**config.mk**
```make
export PLATFORM = sky130hd
export DESIGN_NAME = rr_sel_mux
export DESIGN_NICKNAME = d
export VERILOG_FILES = /design/src/rtl/rr_sel_mux.sv
export SDC_FILE = /design/constraint.sdc
export NUM_CORES = 1
export LEC_CHECK = 0
export BUFFER_PORTS_ARGS = -buffer_cell sky130_fd_sc_hd__buf_2
export CAP_MARGIN = 20
export CORE_MARGIN = 2
export CORE_UTILIZATION = 50
export CTS_CLUSTER_SIZE = 10
export DETAILED_ROUTE_END_ITERATION = 16
export GPL_TIMING_DRIVEN = 1
export PLACE_DENSITY = 0.86
export RECOVER_POWER = 25
export SYNTH_ARGS = -nofsm -noshare
export SYNTH_HDL_FRONTEND = slang
export SYNTH_SLANG_ARGS = --single-unit
```
**constraint.sdc**
```tcl
create_clock -name clk -period 3.3 [get_ports clk]
set_clock_uncertainty 0.05 [all_clocks]
set_input_delay 0.33 -clock clk [delete_from_list [all_inputs] [get_ports clk]]
set_output_delay 0.33 -clock clk [all_outputs]
set_load 0.03 [all_outputs]
```
**src/rtl/rr_sel_mux.sv**
```systemverilog
`default_nettype none
// ============================================================================
//  Module   : rr_sel_mux
//  Purpose  : NCH-channel selector with forced-select and round-robin grant
//             modes, feeding one registered valid/ready output slot.
//  Revision : 1.0  initial release
// ============================================================================
module rr_sel_mux #(
    parameter int WIDTH = 5,
    parameter int NCH   = 4,
    parameter int SELW  = $clog2(NCH)
) (
    input  logic                   clk,
    input  logic                   rst,
    input  logic [NCH*WIDTH-1:0]   in_data,
    input  logic [NCH-1:0]         in_valid,
    output logic [NCH-1:0]         in_ready,
    input  logic                   mode,
    input  logic [SELW-1:0]        force_sel,
    output logic [WIDTH-1:0]       out_data,
    output logic [SELW-1:0]        out_ch,
    output logic                   out_valid,
    input  logic                   out_ready
);

    localparam logic [SELW:0] c_nch = (SELW+1)'(NCH);

    logic                r_out_valid;
    logic [WIDTH-1:0]    r_out_data;
    logic [SELW-1:0]     r_out_ch;
    logic [SELW-1:0]     r_last_ch;

    logic                w_load_en;
    logic                w_xfer;
    logic                w_grant_valid;
    logic [SELW-1:0]     w_grant;
    logic [WIDTH-1:0]    w_grant_data;

    logic                w_force_valid;
    logic [SELW-1:0]     w_force_grant;
    logic [SELW:0]       w_shift;
    logic [2*NCH-1:0]    w_dbl;
    logic [NCH-1:0]      w_rot;
    logic                w_rr_valid;
    logic [SELW-1:0]     w_rr_off;
    logic [SELW:0]       w_rr_sum;
    logic [SELW-1:0]     w_rr_grant;

    assign w_load_en = !r_out_valid || out_ready;

    // A force_sel beyond the last channel simply matches nothing.
    always_comb begin
        w_force_valid = 1'b0;
        w_force_grant = '0;
        for (int i = 0; i < NCH; i++) begin
            if (force_sel == SELW'(i) && in_valid[i]) begin
                w_force_valid = 1'b1;
                w_force_grant = SELW'(i);
            end
        end
    end

    // Rotate requests so bit 0 is the channel just after the last grant,
    // then take the lowest set bit as the offset from that starting point.
    always_comb begin
        w_shift    = {1'b0, r_last_ch} + (SELW+1)'(1);
        w_dbl      = {in_valid, in_valid} >> w_shift;
        w_rot      = w_dbl[NCH-1:0];
        w_rr_valid = |w_rot;
        w_rr_off   = '0;
        for (int j = NCH-1; j >= 0; j--) begin
            if (w_rot[j]) begin
                w_rr_off = SELW'(j);
            end
        end
        w_rr_sum   = w_shift + {1'b0, w_rr_off};
        w_rr_grant = (w_rr_sum >= c_nch) ? SELW'(w_rr_sum - c_nch) : SELW'(w_rr_sum);
    end

    always_comb begin
        w_grant_valid = mode ? w_rr_valid : w_force_valid;
        w_grant       = mode ? w_rr_grant : w_force_grant;
    end

    always_comb begin
        w_grant_data = '0;
        for (int i = 0; i < NCH; i++) begin
            if (w_grant == SELW'(i)) begin
                w_grant_data = in_data[i*WIDTH +: WIDTH];
            end
        end
    end

    assign w_xfer = !rst && w_load_en && w_grant_valid;

    generate
        for (genvar gi = 0; gi < NCH; gi++) begin : g_ready
            assign in_ready[gi] = w_xfer && (w_grant == SELW'(gi));
        end
    endgenerate

    always_ff @(posedge clk) begin
        if (rst) begin
            r_out_valid <= 1'b0;
            r_out_data  <= '0;
            r_out_ch    <= '0;
            r_last_ch   <= SELW'(NCH-1);
        end else if (w_xfer) begin
            r_out_valid <= 1'b1;
            r_out_data  <= w_grant_data;
            r_out_ch    <= w_grant;
            if (mode) begin
                r_last_ch <= w_grant;
            end
        end else if (r_out_valid && out_ready) begin
            r_out_valid <= 1'b0;
        end
    end

    assign out_valid = r_out_valid;
    assign out_data  = r_out_data;
    assign out_ch    = r_out_ch;

endmodule
`default_nettype wire
```
# Word level (Yosys, flattened, before mapping)
# Cells that the tools add are included.
# Widths: inputs -> output; s select.
dict set report totals {
  reg_bits 10
  inputBits 30
}
dict set report op_classes {
  n_addsub 3
  n_lt_le_gt_ge 1
  eq_ne 6
  n_shift 1
  muxes 20
  n_reduce_logical 19
}
# cell count
set ops {}
lappend ops {{$mux 5} 4}
lappend ops {{$mux 2} 8}
lappend ops {{$logic_and 1x1->1} 11}
lappend ops {{$eq 2x2->1 const B} 4}
lappend ops {{$mux 1} 8}
lappend ops {{$shr 8x3->4} 1}
lappend ops {{$eq 2x1->1 const B} 2}
lappend ops {{$logic_not 2->1} 2}
lappend ops {{$reduce_or 4->1} 1}
lappend ops {{$add 2x1->3 const B} 1}
lappend ops {{$add 3x2->3} 1}
lappend ops {{$ge 3x3->1 const B} 1}
lappend ops {{$logic_not 1->1} 2}
lappend ops {{$reduce_and 2->1} 1}
lappend ops {{$reduce_bool 2->1} 1}
lappend ops {{$sub 2x1->2 const B} 1}
lappend ops {{$logic_or 1x1->1} 1}

# Depth between registers and ports, before layout
# Gate-level depths: netlist of the first run.
dict set report depth {
  word_depth 15
  ltp_mapped 13
  ltp_nobuf 11
}

# Worst setup path after synthesis of the first run
# Ideal clock, no wire load.
dict set report synth_timing {
  kind {input to output}
  from {in in_valid[3]}
  to {out in_ready[3]}
  arrival_ns 2.248
  required_ns 2.920
  slack_ns 0.672
  cell_stages 11
  cell_sequence {buf_2 nor2_1 nor3_1 a21oi_1 o21ai_0 a21oi_1 ha_1 mux2i_4 clkbuf_4 nand2_1 nor2_1}
}
dict set report synth_between {
  elab_chain_cells 11
}
# element line
set synth_rtl {}
lappend synth_rtl {{from (decl)} 16} ;# input logic [NCH-1:0] in_valid,
lappend synth_rtl {{$shr 8x3->4} 67} ;# w_dbl = {in_valid, in_valid} >> w_shift;
lappend synth_rtl {{$mux 2 (4 in series)} 72} ;# if (w_rot[j]) begin
lappend synth_rtl {{$add 3x2->3} 76} ;# w_rr_sum = w_shift + {1'b0, w_rr_off};
lappend synth_rtl {{$ge 3x3->1 / $sub 2x1->2 (equally long branches)} 77} ;# w_rr_grant = (w_rr_sum >= c_nch) ? SELW'(w_rr_sum - c_nch) : SELW'(w_rr_sum);
lappend synth_rtl {{$mux 2} 77}
lappend synth_rtl {{$mux 2} 82} ;# w_grant = mode ? w_rr_grant : w_force_grant;
lappend synth_rtl {{$eq 2x2->1} 98} ;# assign in_ready[gi] = w_xfer && (w_grant == SELW'(gi));
lappend synth_rtl {{$logic_and 1x1->1 *} 98}
lappend synth_rtl {{to (decl)} 17} ;# output logic [NCH-1:0] in_ready,
# Mark *: on every way between the ends. The rest lies on a longest branch, timed or not.

# Final worst setup path of the first run
dict set report layout_timing {
  from {reg r_last_ch[0]}
  to {out in_ready[1]}
}
dict set report layout_between {
  elab_chain_cells 12
}
# element line
set layout_rtl {}
lappend layout_rtl {{from (decl)} 31} ;# logic [SELW-1:0] r_last_ch;
lappend layout_rtl {{from (signal assigned)} 107} ;# r_last_ch <= SELW'(NCH-1);
lappend layout_rtl {{from (signal assigned)} 113} ;# r_last_ch <= w_grant;
lappend layout_rtl {{$add 2x1->3 *} 66} ;# w_shift = {1'b0, r_last_ch} + (SELW+1)'(1);
lappend layout_rtl {{$shr 8x3->4} 67}
lappend layout_rtl {{$mux 2 (4 in series)} 72}
lappend layout_rtl {{$add 3x2->3} 76}
lappend layout_rtl {{$ge 3x3->1 / $sub 2x1->2 (equally long branches)} 77}
lappend layout_rtl {{$mux 2} 77}
lappend layout_rtl {{$mux 2} 82}
lappend layout_rtl {{$eq 2x1->1} 98}
lappend layout_rtl {{$logic_and 1x1->1 *} 98}
# Marked as above.

==> summary.md, run 1 <==
| Metric | Value |
|---|---|
| Comb power frac | 0.461 |
| Seq/Total Area, Yosys | 0.211 |
| Clock transition at the registers of the reported paths | 0.07 ns |
| RSZ-0062 raised after global routing | false |
| Area leader, netlist | dfxtp_1 |
| Yosys top cell area share | 0.211 |
| Hold Path Origin | rst |
| Total CTS buffers | 3 |
| Number of global-route vias before repair | 760 |
| Core area | 1760 um^2 |
| CTS max path bufs | 2 |
| Nets | 177 |
| Layout cells sized above 1 | 0.421 |
| Worst setup EP type | output port |
| Worst setup margin | around 0.50 ns |
| Syn avg cell area | about 8.9 um^2 |
| HPWL Detailed | approximately 1.7 mm |
| Detailed Routing Iterations Pass 1 | 4 |
| Hold depth | 2 |
| Worst skew pair latency | approximately 0.27 ns |
| GRT Util Overall | 0.196 |
| Internal Power | 302 uW |
| CTS tree | built |
| Crit path buffers/inverters | 1 |
| Setup Buffers After CTS | 0 |
| Vias | 958 |
| Routed WL | 2.12 mm |
| Via/cell ratio | 5.64 |
| CP max stage cell | dfxtp_1 |
| Drc violations | 0 |
| Number of DRC markers in iteration 0 | 33 |
| CTS root buffer | clkbuf_4 |
| PostCTS Resize Cnt | 0 |
| Switching Share | 0.372 |
| Reg2reg setup slack | roughly 0.76 ns |
| Reg-to-reg startpoint | r_last_ch[0]$_SDFFE_PP1P_ |
| Register bit total from synthesis | 10 |
| Final period util | 0.848 |
| Max-slew violations | 0 |
| PwrDens | 414 nW/um^2 |
| DR WL/cell | 12.5 um |
| # rows | 15 |
| Hold buffer count at cts | 0 |
| First-pass GRT wire length | 3.17 mm |
| Fmax | 357 MHz |
| Global route total overflow | 0 |
| Crit-path leading delay family | compound AO/OA/AOI/OAI gates |
| Most common cell in the netlist | mux2i_1 |
| Sequential Power Share | 0.309 |
| Critical path fanouts, max | 8 |
| Time the worst path needs with I/O delays and setup | between 2 and 3 ns |
| Htree depth | 1 |
| Status | complete, no violations |
| CP peak stage delay | 0.47 ns |
| Synth Warn # | 0 |
| Switch Pwr | 179 uW |
| Pre-CTS setup slack | 0.646 ns |
| Die width | 47.6 um |
| Final design utilization | 0.658 |
| Reg2reg end | out_data[0]$_SDFFE_PP0P_ |
| Input/output buffers | a little over 40 |
| Initial antenna violation count | 0 |
| Clock power share | 0.230 |
| Die Y | 47.6 um |
| Number of routed nets with antenna violations | 0 |
| Ant. Diodes | 0 |
| WP data required | 2.92 ns |
| Most used DFF post-synth | dfxtp_1 |
| Leak | 0.560 nW |
| Syn nets | 138 |
| Final setup fails | 0 |
| Worst slew pin tran | 0.511 ns |
| Critical Path Start Type | flip-flop |
| Layout area overhead | 22.1% |
| Synth cell count leaders | 11 x mux2i_1, 10 x dfxtp_1, 10 x nor2_1 |
| Crit path cell chain | nand2_1 > nor2_1 > a21oi_1 > o21ai_0 > a21oi_1 > ha_1 > and3_1 > o211ai_1 > o311a_1 > and3_1 > buf_2 |
| Fillers | 166 |
| GP Congestion | approximately 0.88 |
| Fin. Hold Viols | 0 |
| Sink Count | 10 |
| IR drop worst, VDD | about 0.18 mV |
| Die footprint | between 2000 and 2500 um^2 |
| Sum Neg Setup Slack | 0 ns |
| Post-synthesis cell count | 107 |
| Rel. slew slack | 0.659 |
| Async S/R FF share, synth | 0 |
| R2R depth | 12 |
| Hold Crit Class | input port to flip-flop |
| Initial Utilization | 0.539 |
| IO Count | 42 |
| Mapped cell area | 951 um^2 |
| Total of max-cap violations | 0 |
| Largest net degree at the start of global routing | 13 |
| Worst EP arrival | 2.42 ns |
| Main area contributors after synthesis | dfxtp_1 21%, mux2i_1 12%, mux2_4 7.9%, o21ai_2 4.6%, nor2_1 3.9% |
| Critical path class | flip-flop to output port |
| Distinct cells, synth | 41 |
| Hold path endpoint | out_ch[1]$_SDFFE_PP0P_ |
| Post-synth EDFFs | 0 |
==> routing by layer <==
metal  share of wire  up-vias  GRT usage
met5               0        -          0
met4          0.0099        0     0.0811
met3           0.046        2     0.0226
met2            0.49       32      0.316
met1            0.45      454      0.267
li1                -      470          -
==> layout make-up <==
| class | instances | area [um^2] | share of cell area |
|---|---|---|---|
| Multi-Input combinational cell | 85 | 668 | 0.575 |
| Sequential cell | 10 | 200 | 0.172 |
| Timing Repair Buffer | 43 | 214 | 0.184 |
| Tap cell | 25 | 31.3 | 0.0269 |
| Clock buffer | 4 | 36.3 | 0.0313 |
| Inverter | 3 | 11.3 | 0.00970 |
==> layout by cell type, fill, tap and decap left out, types with 2 or more instances in the layout <==
| cell | n |
|---|---|
| a21oi_1 | 3 |
| and3_1 | 2 |
| buf_2 | 36 |
| buf_4 | 2 |
| clkbuf_1 | 5 |
| clkbuf_4 | 3 |
| dfxtp_1 | 10 |
| inv_1 | 2 |
| mux2_4 | 5 |
| mux2i_1 | 11 |
| nand2_1 | 7 |
| nand3_1 | 6 |
| nand3b_1 | 2 |
| nor2_1 | 10 |
| o211ai_1 | 4 |
| o21ai_0 | 5 |
| o21ai_2 | 5 |
| o31a_1 | 2 |
| or3_1 | 2 |
==> per-stage QoR <==
| stage | cell area, um^2 | std cells | hold WS [ns] | power (mW) |
|---|---|---|---|---|
| after floorplan | 951 | 107 | 0.353 | 0.327 |
| after global placement | 1130 | 166 | 0.404 | 0.368 |
| after detailed placement | 1130 | 166 | 0.406 | 0.375 |
| after CTS | 1170 | 170 | 0.241 | 0.486 |
| after global routing | 1160 | 170 | 0.254 | 0.510 |
| final | 1160 | 170 | 0.244 | 0.481 |
==> power groups by stage <==
stage | combinational [mW] | sequential (mW) | clock [mW]
2_1_floorplan | 0.151 | 0.176 | 0
3_3_place_gp | 0.218 | 0.150 | 0
3_5_place_dp | 0.224 | 0.151 | 0
4_1_cts | 0.225 | 0.148 | 0.112
5_1_grt | 0.241 | 0.151 | 0.119
6_report | 0.222 | 0.149 | 0.111
==> state kept, by name, summed over array words and instances (netlist names) <==
| name | flops |
|---|---|
| out_valid | 1 |
| out_data | 5 |
| out_ch | 2 |
| r_last_ch | 2 |
==> cell families (layout without fill, tap and decap cells) <==
family | after synthesis | after routing | share of synthesized area
AO/OA/AOI/OAI | 25 | 25 | 0.197
XOR/XNOR | 1 | 1 | 0.00921
adder cells (fa/ha/maj) | 1 | 1 | 0.0132
buffers and inverters | 12 | 50 | 0.0868
flip-flops | 10 | 10 | 0.211
multiplexers | 19 | 19 | 0.254
AND/OR/NAND/NOR | 39 | 39 | 0.229
==> worst max path at each step <==
stage / start / end / slack, ns / depth (start not counted)
after floorplan: in_valid[3] / in_ready[3] / 0.67 / 11
after global placement: in_valid[3] / in_ready[1] / 0.74 / 12
after detailed placement: in_valid[3] / out_data[0]$_SDFFE_PP0P_ / 0.65 / 13
after CTS: r_last_ch[0]$_SDFFE_PP1P_ / in_ready[1] / 0.51 / 11
after global routing: r_last_ch[0]$_SDFFE_PP1P_ / in_ready[1] / 0.21 / 11
final: r_last_ch[0]$_SDFFE_PP1P_ / in_ready[1] / 0.50 / 11
==> worst reg2reg max path, cell delays in order (launching register included) <==
cell and delay, ns:
dfxtp_1 0.47, nand2_1 0.08, nor2_1 0.09, a21oi_1 0.04, o21ai_0 0.14, a21oi_1 0.06
ha_1 0.25, and3_1 0.20, o211ai_1 0.16, o311a_1 0.30, buf_4 0.20, mux2_4 0.32
o21ai_2 0.10
(Power assumes the default switching activity.)
==> inputs of run 2 (changes only) <==
--- a/config.mk
+++ b/config.mk
@@ -8,11 +8,11 @@
 export BUFFER_PORTS_ARGS = -buffer_cell sky130_fd_sc_hd__buf_2
 export CAP_MARGIN = 20
 export CORE_MARGIN = 2
-export CORE_UTILIZATION = 50
+export CORE_UTILIZATION = 46
 export CTS_CLUSTER_SIZE = 10
 export DETAILED_ROUTE_END_ITERATION = 16
 export GPL_TIMING_DRIVEN = 1
-export PLACE_DENSITY = 0.86
+export PLACE_DENSITY = 0.8
 export RECOVER_POWER = 25
 export SYNTH_ARGS = -nofsm -noshare
 export SYNTH_HDL_FRONTEND = slang
==> constraint.sdc (replaced) <==
create_clock -name clk -period 2.6 [get_ports clk]
set_clock_uncertainty 0.05 [all_clocks]
set_input_delay 0.26 -clock clk [delete_from_list [all_inputs] [get_ports clk]]
set_output_delay 0.26 -clock clk [all_outputs]
set_load 0.03 [all_outputs]
==> summary.md, run 2 (same netlist as run 1, synthesis figures left out) <==
| Metric | Value |
|---|---|
| Status | complete, no violations |
| GRT Util Overall | 0.180 (-0.0168) |
| Drc violations | 0 (unchanged) |
| Detailed Routing Iterations Pass 1 | 4 (unchanged) |
| Cell Area, Placed | 1150 um^2 (+1.5%) |
| Final period util | 0.971 |
| Sum Neg Setup Slack | 0 ns (unchanged) |
| Max reg flops | 5 (unchanged) |
| Leak | 0.576 nW (+2.7%) |
| Fmax | 396 MHz |
| R2R depth | 13 (+1) |
| Worst setup EP type | output port |
| IO Count | 42 (unchanged) |
| CTS root buffer | clkbuf_4 |
| Critical path class | input port to output port |
| Layout cells sized above 1 | 0.500 (+0.0793) |
| Hold path endpoint | out_ch[1]$_SDFFE_PP0P_ |
| Global route total overflow | 0 (unchanged) |
| RSZ-0062 raised after global routing | true |
| Reg-to-reg startpoint | r_last_ch[0]$_SDFFE_PP1P_ |
| CTS max path bufs | 2 (unchanged) |
| Layout area overhead | 30.0% |
| Largest net degree at the start of global routing | 12 (-1) |
| Hold Crit Class | input port to flip-flop |
| Htree depth | 1 (unchanged) |
| Time the worst path needs with I/O delays and setup | 2.52 ns |
| Total CTS buffers | 3 (unchanged) |
| Non-Filler Instances | 175 (+2.9%) |
| Reg2reg setup slack | 0.16 ns (-0.60 ns) |
| Initial Utilization | 0.485 (-0.0543) |
| Placed instance count | 170 (+2.4%) |
| Max-slew violations | 0 (unchanged) |
| Initial antenna violation count | 0 (unchanged) |
| Critical Path Start Type | input port |
| Critical path fanouts, max | 9 (+1) |
| Total of max-cap violations | 0 (unchanged) |
| PwrDens | 510 nW/um^2 (+23%) |
| IR drop worst, VDD | 0.287 mV (+56%) |
| Number of global-route vias before repair | 851 (+12%) |
| Worst EP arrival | 2.21 ns (-0.21 ns) |
| Nets | 180 (+1.7%) |
| Number of routed nets with antenna violations | 0 (unchanged) |
| Rel. slew slack | 0.759 (+0.0991) |
| Die footprint | 2450 um^2 (+7.9%) |
| Crit-path leading delay family | simple AND/OR/NAND/NOR gates |
| Sink Count | 10 (unchanged) |
| HPWL Detailed | 1.64 mm (-4.6%) |
| Hold Path Origin | rst |
| Routed WL | 2.19 mm (+3.4%) |
| GP Congestion | 0.790 (-11%) |
| DR WL/cell | 12.5 um (+0.44%) |
| Crit path buffers/inverters | 2 (+1) |
| Cell repeated most along the worst path | a21oi_1 |
| Fillers | 182 (+9.6%) |
| # rows | 16 (+1) |
| CTS tree | built |
| Crit path cell chain | buf_2 > nor2_1 > nor4_2 > a21oi_1 > o21ai_1 > a21oi_1 > ha_2 > and3_4 > o211ai_1 > o311a_1 > and3_1 > buf_6 |
| Die width | 49.5 um (+3.9%) |
| Final std cell area, no fill | 1240 um^2 (+6.5%) |
| Worst slew pin tran | 0.364 ns (-0.147 ns) |
| WP data required | 2.29 ns (-0.63 ns) |
| Most common library cell in the layout ignoring fill and taps | buf_2 |
| Hold Slack | 0.184 ns (-0.0599 ns) |
| Most frequent cells in the layout | 33 x buf_2, 11 x mux2i_1, 9 x dfxtp_1 |
| CP peak stage delay | 0.28 ns (-0.19 ns) |
| Hold depth | 2 (unchanged) |
| Via/cell ratio | 5.35 (-5.1%) |
| Reg2reg end | out_data[0]$_SDFFE_PP0P_ |
| Die Y | 49.5 um (+3.9%) |
| Number of DRC markers in iteration 0 | 6 (-82%) |
| Input/output buffers | 41 (unchanged) |
| Ant. Diodes | 0 (unchanged) |
| Core area | 1960 um^2 (+11%) |
| Pwr Total | 631 uW (+31%) |
| Vias | 936 (-2.3%) |
| Fin. Hold Viols | 0 (unchanged) |
| CP max stage cell | o311a_1 |
| Clock transition at the registers of the reported paths | 0.07 ns (about the same) |
| Final setup fails | 0 (unchanged) |
| Worst skew pair latency | 0.26 ns (about the same) |
| First-pass GRT wire length | 3.50 mm (+10%) |
run 2: cell count changes in the layout (fill, tap and decap cells not counted), moves of 2 or more:
cell,previous run,this run
buf_2,36,33
nor2_2,1,4
buf_6,0,2
nor2_1,10,7
buf_4,2,6
run 2: worst register-to-register path, cell delays in order, from the launching register on:
cell and delay, ns:
dfxtp_4 0.41, nand2_2 0.06, nor2_2 0.10, a21oi_2 0.04
o21ai_1 0.11, a21oi_1 0.06, ha_2 0.24, and3_4 0.18
o211ai_1 0.16, o311a_1 0.28, buf_4 0.14, buf_4 0.15
mux2_4 0.31, o21ai_2 0.10
run 2: stage by stage:
stage / utilization / setup WS (ns)
2_1_floorplan: - / 0.112
3_3_place_gp: 0.585 / 0.127
3_5_place_dp: 0.585 / 0.0602
4_1_cts: 0.612 / 0.0374
5_1_grt: 0.630 / -0.0762
6_report: 0.630 / 0.0757
run 2: worst max path at each step:
stage	startpoint	endpoint	slack, ns	cells past startpoint
floorplan	in_valid[3]	in_ready[3]	0.11	11
global placement	in_valid[3]	out_data[0]$_SDFFE_PP0P_	0.13	13
detailed placement	in_valid[3]	out_data[0]$_SDFFE_PP0P_	0.06	13
CTS	r_last_ch[0]$_SDFFE_PP1P_	in_ready[1]	0.04	10
global route	in_valid[2]	in_ready[1]	-0.08	12
finish	in_valid[2]	in_ready[1]	0.08	12
run 2: cell type report:
cell class              instances  area, um^2  area share
multi-input cells              85         696       0.563
inverters                       3        11.3     0.00911
repair buffers                 46         255       0.206
well taps                      27        33.8      0.0273
clock buffers                   4        36.3      0.0294
flip-flops and latches         10         204       0.165
run 2: what timing repair did:
action                     CTS  global route
setup buffers                1             0
pin swaps                    1             3
setup endpoints to repair    3             9
resized for setup            4            14
hold buffers                 0             0
run 2: routing by layer:
| layer | GRT usage | part of all wire |
|---|---|---|
| met1 | 0.227 | 0.45 |
| met5 | 0 | 0 |
| met3 | 0.0333 | 0.050 |
| met4 | 0.0880 | 0.016 |
| met2 | 0.293 | 0.48 |
run 2: power by group:
| part | internal, mW | total, mW | leakage (nW) | switching, mW |
|---|---|---|---|---|
| clock | 0.0849 | 0.141 | 0.0210 | 0.0565 |
| combinational | 0.137 | 0.298 | 0.472 | 0.162 |
| sequential | 0.174 | 0.191 | 0.0829 | 0.0165 |
| total | 0.396 | 0.631 | 0.576 | 0.234 |
==> inputs of run 3 (changes only) <==
--- a/config.mk
+++ b/config.mk
@@ -7,6 +7,7 @@
 export LEC_CHECK = 0
 export BUFFER_PORTS_ARGS = -buffer_cell sky130_fd_sc_hd__buf_2
 export CAP_MARGIN = 20
+export CORE_ASPECT_RATIO = 1.25
 export CORE_MARGIN = 2
 export CORE_UTILIZATION = 46
 export CTS_CLUSTER_SIZE = 10
==> summary.md, run 3 (same netlist as run 1, synthesis figures left out) <==
| Metric | Value |
|---|---|
| Initial Utilization | 0.485 (+0.000619) |
| IR drop worst, VDD | 0.336 mV (+17%) |
| GP Congestion | 0.841 (+6.4%) |
| Routed WL | 2.33 mm (+6.2%) |
| Hold Crit Class | input port to flip-flop |
| Layout area overhead | 33.2% |
| Die Y | 54.8 um (+11%) |
| Met2 WL | 1.24 mm (+16%) |
| Pre-CTS setup slack | -0.0535 ns (-0.114 ns) |
| Hold Slack | 0.191 ns (+0.00676 ns) |
| CP max stage cell | dfxtp_4 |
| Die width | 44.7 um (-9.7%) |
| Most frequent cells in the layout | 33 x buf_2, 11 x mux2i_1, 9 x dfxtp_1, 9 x buf_4 |
| CTS root buffer | clkbuf_4 |
| Fmax | 393 MHz (-0.74%) |
| HPWL Detailed | 1.79 mm (+9.4%) |
| Max Used Layer | met4 |
| IO Count | 42 (unchanged) |
| Critical path class | flip-flop to output port |
| Htree depth | 1 (unchanged) |
| CTS tree | built |
| First-pass GRT wire length | 3.81 mm (+8.9%) |
| Final period util | 0.978 (+0.00728) |
| Number of global-route vias before repair | 926 (+8.8%) |
| Total of max-cap violations | 0 (unchanged) |
| Drc violations | 0 (unchanged) |
| Worst setup margin | 0.0568 ns (-0.0189 ns) |
| Ant. Diodes | 0 (unchanged) |
| Status | complete, no violations |
| GRT Util Overall | 0.218 (+0.0380) |
| Metal3 WL | 153 um (+40%) |
| Max-slew violations | 0 (unchanged) |
| Worst setup EP type | output port |
| Hold buffer count at cts | 0 (unchanged) |
| Time the worst path needs with I/O delays and setup | 2.54 ns (+0.0189 ns) |
| Number of routed nets with antenna violations | 0 (unchanged) |
| Fin. Hold Viols | 0 (unchanged) |
| Critical path fanouts, max | 7 (-2) |
| Die footprint | 2450 um^2 (about the same) |
| M1 wire length | 841 um (-15%) |
| Crit path cell chain | nor2_2 > a21oi_2 > o21ai_1 > a21oi_1 > ha_2 > and3_4 > o211ai_1 > o311a_4 > and3_4 > buf_6 |
| # rows | 18 (+2) |
| Worst EP arrival | 2.23 ns (+0.02 ns) |
| WP data required | 2.29 ns (about the same) |
| Layout cells sized above 1 | 0.533 (+0.0333) |
| Most common library cell in the layout ignoring fill and taps | buf_2 |
| CP peak stage delay | 0.38 ns (+0.10 ns) |
| Initial antenna violation count | 0 (unchanged) |
| Via/cell ratio | 5.58 (+4.4%) |
| Global route total overflow | 0 (unchanged) |
| Core area | 1960 um^2 (-0.13%) |
| Clock transition at the registers of the reported paths | 0.06 ns (about the same) |
| Sink Count | 10 (unchanged) |
| RSZ-0062 raised after global routing | true |
| Input/output buffers | 41 (unchanged) |
| Max reg flops | 5 (unchanged) |
| Worst skew pair latency | 0.26 ns (about the same) |
| Vias | 949 (+1.4%) |
| Nets | 183 (+1.7%) |
| DR WL/cell | 13.7 um (+9.3%) |
| Final setup fails | 0 (unchanged) |
| Worst slew pin tran | 0.360 ns (-0.00404 ns) |
| Total CTS buffers | 3 (unchanged) |
| CTS max path bufs | 2 (unchanged) |
| Critical Path Start Type | flip-flop |
| Leak | 0.588 nW (+2.2%) |
| Detailed Routing Iterations Pass 1 | 4 (unchanged) |
| Rel. slew slack | 0.760 (+0.00133) |
| Cell repeated most along the worst path | and3_4 |
| Number of DRC markers in iteration 0 | 11 (+5) |
| PwrDens | 480 nW/um^2 (-5.9%) |
| Largest net degree at the start of global routing | 12 (unchanged) |
-- run 3: cell types whose count changed in the layout (fill, tap and decap cells not counted), sizes merged --
cell and delta:
buf +3, clkbuf -1
-- run 3: timing repair --
item                                    4_1_cts  5_1_grt
setup buffers                                 2        2
resized for setup                             7       16
pin swaps                                     1        4
endpoints found under the setup margin        8        8
-- run 3: final cells by class --
cell class	instances	area, um^2
multi-input combinational	85	726
fill	170	693
tap	20	25.0
sequential	10	204
inverter	3	11.3
clock buffer	3	22.5
timing repair buffer	49	278
-- run 3: final timing paths --
kind                        startpoint                       end  slack (ns)  cells past startpoint
max          r_last_ch[0]$_SDFFE_PP1P_               in_ready[1]        0.06                     10
min                                rst    out_ch[1]$_SDFFE_PP0P_        0.19                      2
max reg2reg  r_last_ch[0]$_SDFFE_PP1P_  out_data[0]$_SDFFE_PP0P_        0.14                     12
min reg2reg   out_data[4]$_SDFFE_PP0P_  out_data[4]$_SDFFE_PP0P_        0.41                      2
-- run 3: worst max-delay path, delay by kind of cell (launching register included) --
family	cells	cell delay (ns)
simple gates	3	0.51
compound gates	5	0.73
fa+ha+maj	1	0.23
flops	1	0.38
buf+inv	1	0.12
-- run 3: metrics by stage --
step	cells	total power [mW]	util	cell area [um^2]	setup TNS, ns
after floorplan	107	0.416	-	951	0
after global placement	163	0.471	0.582	1140	0
after detailed placement	163	0.482	0.582	1140	-0.143
after CTS	168	0.595	0.616	1210	0
after global routing	170	0.648	0.646	1270	-0.0622
final	170	0.608	0.646	1270	0
-- run 3: per-layer routing --
metal / up-vias / track usage
met5: - / 0
met4: 0 / 0.172
met3: 10 / 0.0363
met2: 41 / 0.406
met1: 422 / 0.207
li1: 476 / -
-- run 3: power breakdown --
group | switching [mW] | total [mW] | internal [mW]
combinational | 0.167 | 0.315 | 0.148
sequential | 0.0169 | 0.192 | 0.175
clock | 0.0482 | 0.101 | 0.0532
total | 0.232 | 0.608 | 0.376
